--- config.mk ---
export PLATFORM = sky130hd
export DESIGN_NAME = adder_seq_stage
export DESIGN_NICKNAME = d
export VERILOG_FILES = /design/src/rtl/adder_seq_stage.sv
export SDC_FILE = /design/constraint.sdc
export NUM_CORES = 1
export LEC_CHECK = 0
export ABC_AREA = 1
export CORE_MARGIN = 2
export CORE_UTILIZATION = 39
export DETAILED_ROUTE_END_ITERATION = 7
export GPL_ROUTABILITY_DRIVEN = 0
export GPL_TIMING_DRIVEN = 0
export HOLD_SLACK_MARGIN = 0.1
export PLACE_DENSITY = 0.76
export RECOVER_POWER = 100
export SLEW_MARGIN = 20
export SYNTH_ARGS = -nofsm -noshare
export SYNTH_HDL_FRONTEND = slang
export SYNTH_SLANG_ARGS = --single-unit
--- constraint.sdc ---
create_clock -name clk -period 1.15 [get_ports clk]
set_input_delay 0.2875 -clock clk [delete_from_list [all_inputs] [get_ports clk]]
set_output_delay 0.2875 -clock clk [all_outputs]
set_load 0.02 [all_outputs]
--- src/rtl/adder_seq_stage.sv ---
// adder_seq_stage: operand-feed and result-capture stage around an external
// ripple-carry adder. Operands are accepted over valid/ready and held on the
// adder inputs. After a programmable settle time the sum is registered and
// offered downstream over valid/ready. Completed handshakes are counted.
module adder_seq_stage #(
    parameter int DATA_W        = 10,
    parameter int SETTLE_CYCLES = 2,   // legal range 1..15
    parameter int CNT_W         = 8
) (
    input  logic              clk,
    input  logic              rst_n,
    input  logic              in_valid,
    output logic              in_ready,
    input  logic [DATA_W-1:0] in_a,
    input  logic [DATA_W-1:0] in_b,
    output logic [DATA_W-1:0] add_a,
    output logic [DATA_W-1:0] add_b,
    input  logic [DATA_W:0]   add_sum,
    output logic              out_valid,
    input  logic              out_ready,
    output logic [DATA_W:0]   out_sum,
    output logic              out_carry,
    output logic [CNT_W-1:0]  txn_count
);

    typedef enum logic [1:0] {
        IDLE   = 2'd0,
        SETTLE = 2'd1,
        DONE   = 2'd2
    } state_t;

    // Counter load value: the capture edge is SETTLE_CYCLES edges after acceptance.
    localparam logic [3:0] SETTLE_INIT = 4'(SETTLE_CYCLES - 1);

    state_t     state;
    state_t     state_next;
    logic [3:0] settle_cnt;
    logic       accept;
    logic       capture;
    logic       fire;

    assign accept  = in_valid && in_ready;
    assign capture = (state == SETTLE) && (settle_cnt == 4'd0);
    assign fire    = out_valid && out_ready;

    // State register; reset aborts any in-flight transaction.
    always_ff @(posedge clk or negedge rst_n) begin
        // NOTE: non-blocking assignments for all registered state so every
        // flop samples pre-edge values regardless of block ordering.
        if (!rst_n) begin
            state <= IDLE;
        end else begin
            state <= state_next;
        end
    end

    // Next-state and handshake outputs decoded from the current state.
    always_comb begin
        // NOTE: defaults first so every path assigns every output; a missed
        // branch would otherwise infer a latch.
        state_next = state;
        in_ready   = 1'b0;
        out_valid  = 1'b0;
        case (state)
            IDLE: begin
                in_ready = 1'b1;
                if (in_valid) begin
                    state_next = SETTLE;
                end
            end
            SETTLE: begin
                if (settle_cnt == 4'd0) begin
                    state_next = DONE;
                end
            end
            DONE: begin
                out_valid = 1'b1;
                // A result leaving this cycle frees the stage for new operands.
                in_ready  = out_ready;
                if (out_ready) begin
                    state_next = in_valid ? SETTLE : IDLE;
                end
            end
            default: begin
                state_next = IDLE;
            end
        endcase
    end

    // Operand hold registers and settle countdown.
    always_ff @(posedge clk or negedge rst_n) begin
        if (!rst_n) begin
            add_a      <= '0;
            add_b      <= '0;
            settle_cnt <= 4'd0;
        end else if (accept) begin
            add_a      <= in_a;
            add_b      <= in_b;
            settle_cnt <= SETTLE_INIT;
        end else if ((state == SETTLE) && (settle_cnt != 4'd0)) begin
            settle_cnt <= settle_cnt - 4'd1;
        end
    end

    // Result capture once the adder has settled; held until the next capture.
    always_ff @(posedge clk or negedge rst_n) begin
        if (!rst_n) begin
            out_sum   <= '0;
            out_carry <= 1'b0;
        end else if (capture) begin
            out_sum   <= add_sum;
            out_carry <= add_sum[DATA_W];
        end
    end

    // Completed-handshake counter, wrapping silently.
    always_ff @(posedge clk or negedge rst_n) begin
        if (!rst_n) begin
            txn_count <= '0;
        end else if (fire) begin
            txn_count <= txn_count + 1'b1;
        end
    end

endmodule

==> impl_metrics.ini <==
[outcome]
outcome = complete, but fails checks
violations = negative setup slack

[grt]
overflow = 0
grt_max_degree = 26
track_usage = 0.181
grt_pass1_vias = 1750
grt_pass1_wl_mm = 7.75
antenna_found_initial = 0

[yosys]
ys.flop_type = dfrtp_1
ys_seq_area_frac = 0.567
async_flop_share = 1.00
synth_edf_count = 0
synth_seq_cells = 45
syn-num-nets = 267
ys_warn_count = 0
synthDistinctLibCells = 23
syn-cell-area_um2 = 1990
syn_area_per_cell_um2 = 8.67
syn_inst = 229

[critical_path]
critical_path_class = register to primary output
startpoint_type = register
critical_path_required_ns = 0.86
crit_arrival_ns = 1.11
endpoint_kind = primary output
crit_fanout = 3

[final_layout]
syn2layout_area_growth_pct = 76.7
drive_above_1_share = 0.496
nNetsFinal = 390
fill_cells = 354
multi_input_area_um2 = 918
fin_util = 0.729
register_area_um2 = 1130
fin_area_um2 = 3510
antennaDiodeCount = 0

[drt]
wl_per_cell_um = 12.6
routed_wl_mm = 5.30
vias_per_cell = 4.66
drtIter0Drc = 82
vias = 1956
firstDrtPassIters = 4
ant_nets = 0
drc_errors = 0

[timing]
fin_ws_ns = -0.244
tightest_slew_ns = 0.543
slew_violations = 0
period_share = 1.21
fmax_ghz = 0.717
clock_skew_ns = 0.00385
finalHoldViolations = 0
fin_setup_tns_ns = -5.80
holdWs_ns = 0.436
setup_violations = 44
min_period_ns = 1.39
relSlewSlack = 0.638
rsz0062_at_grt = true

[floorplan]
die_y_um = 75.4
core_area_um2 = 4820
initial_core_util = 0.412
die_x_um = 75.4
die_area_um2 = 5680
io_pins = 77
rows = 25

[placement]
placed_area_um2 = 2850
portBuffers = 76
pre_cts_slack_ns = -1.10
dp_hpwl_mm = 3.20

[job]
drv_cap = 0

[clock_tree]
tritoncts = done
clkSlewWorstSetupHoldPaths_ns = 0.08
h-tree-depth = 2
cts_made_buffers = 5
clkLatencyLatePin_ns = 0.29
numClockSinks = 45
clockBufferDepth = 2
clock-root-buffer = clkbuf_8

[pwr]
p_leak_nw = 1.79
p_per_area_nw_per_um2 = 2700
ir_worst_vdd_mv = 1.68

[hold_path]
hold_path_class = primary input to register
-- synthesized netlist by cell type, types with 2 or more instances --
| cell type | n | area share |
|---|---|---|
| buf_4 | 5 | 0.019 |
| nor2_1 | 4 | 0.0076 |
| nand2_1 | 85 | 0.16 |
| nand3_2 | 2 | 0.010 |
| nand4_1 | 4 | 0.013 |
| inv_1 | 28 | 0.053 |
| nand3_1 | 26 | 0.066 |
| buf_2 | 2 | 0.0050 |
| ha_1 | 3 | 0.019 |
| clkbuf_1 | 2 | 0.0038 |
| o21ai_1 | 11 | 0.028 |
| dfrtp_1 | 45 | 0.57 |
| xor2_1 | 2 | 0.0088 |
-- layer usage --
metal | global-route usage | share of wire | vias up
li1 | - | - | 960
met1 | 0.228 | 0.41 | 918
met2 | 0.291 | 0.49 | 76
met3 | 0.0661 | 0.087 | 2
met4 | 0.0624 | 0.0075 | 0
met5 | 0 | 0 | -
-- what timing repair did --
| item | in CTS | in global routing |
|---|---|---|
| gates resized for setup | 233 | 100 |
| pin swaps | 3 | 27 |
| cloned | 3 | 0 |
| setup buffers | 14 | 21 |
| hold endpoints to repair | 20 | 0 |
| hold buffers | 1 | 0 |
| endpoints found under the setup margin | 79 | 77 |
-- kinds of logic (layout without fill, tap and decap cells) --
group	count (synthesis)	count (layout)	share of synthesized area
and+or+nand+nor	126	126	0.280
DFF	45	45	0.567
buffers and inverters	38	162	0.0825
AOI/OAI and AO/OA	14	14	0.0378
adders and majority gates	3	3	0.0189
xor gates and xnor gates	3	3	0.0132
-- final cells by class --
type                    count  area share
flip-flops and latches     45       0.323
multi-input cells         146       0.262
well taps                  67      0.0239
inverters                  29      0.0332
clock inverters             2     0.00285
clock buffers               6      0.0207
repair buffers            116       0.310
plain buffers               9      0.0246
-- state kept, by name (all words and copies together) (netlist names) --
signal,cells
add_a,10
add_b,10
out_sum,11
settle_cnt,4
state,2
txn_count,8
-- cells in the final DEF, fill, tap and decap left out, types with 2 or more instances in the layout --
cell type	count
buf_6	45
nand2_1	44
dfrtp_1	38
nand2_2	36
clkdlybuf4s50_1	32
buf_4	29
nand3_1	24
inv_1	20
buf_2	12
o21ai_2	7
dfrtp_2	7
inv_2	6
nand2_4	6
clkbuf_8	5
nand4_1	4
o21ai_1	4
nor2_1	3
nand3_4	3
nor2_4	3
inv_4	3
clkbuf_2	3
xor2_1	2
nand3_2	2
ha_1	2
clkinv_2	2
-- path summary, 6_finish.rpt --
kind / cells after the start / to / start / slack [ns]
max: 3 / in_ready / state[0]$_DFFE_PN0P_ / -0.24
min reg2reg: 2 / add_b[6]$_DFFE_PN0P_ / add_b[6]$_DFFE_PN0P_ / 0.48
min in group asynchronous: 2 / settle_cnt[1]$_DFFE_PN0P_ / rst_n / 0.51
max in group asynchronous: 3 / state[1]$_DFFE_PN0P_ / rst_n / 0.11
min: 2 / state[1]$_DFFE_PN0P_ / out_ready / 0.44
max reg2reg: 9 / out_sum[10]$_DFFE_PN0P_ / state[1]$_DFFE_PN0P_ / -0.19
-- through the flow --
stage                     cells  total power [mW]
after floorplan             229              4.86
after global placement      372              6.55
after detailed placement    373              6.63
after CTS                   399              7.89
after global routing        420              10.1
final                       420              9.49
-- report_power, final --
group | internal [mW] | leakage [nW] | switching (mW)
Combinational | 2.86 | 1.19 | 2.85
Clock | 0.421 | 0.0450 | 0.504
Sequential | 2.28 | 0.551 | 0.580
-- critical path: stages (launching register included) --
cell and delay, ns:
dfrtp_2 0.44, a21oi_4 0.14, buf_6 0.12, buf_6 0.11
Note: power is estimated with default switching activity, not from simulation.
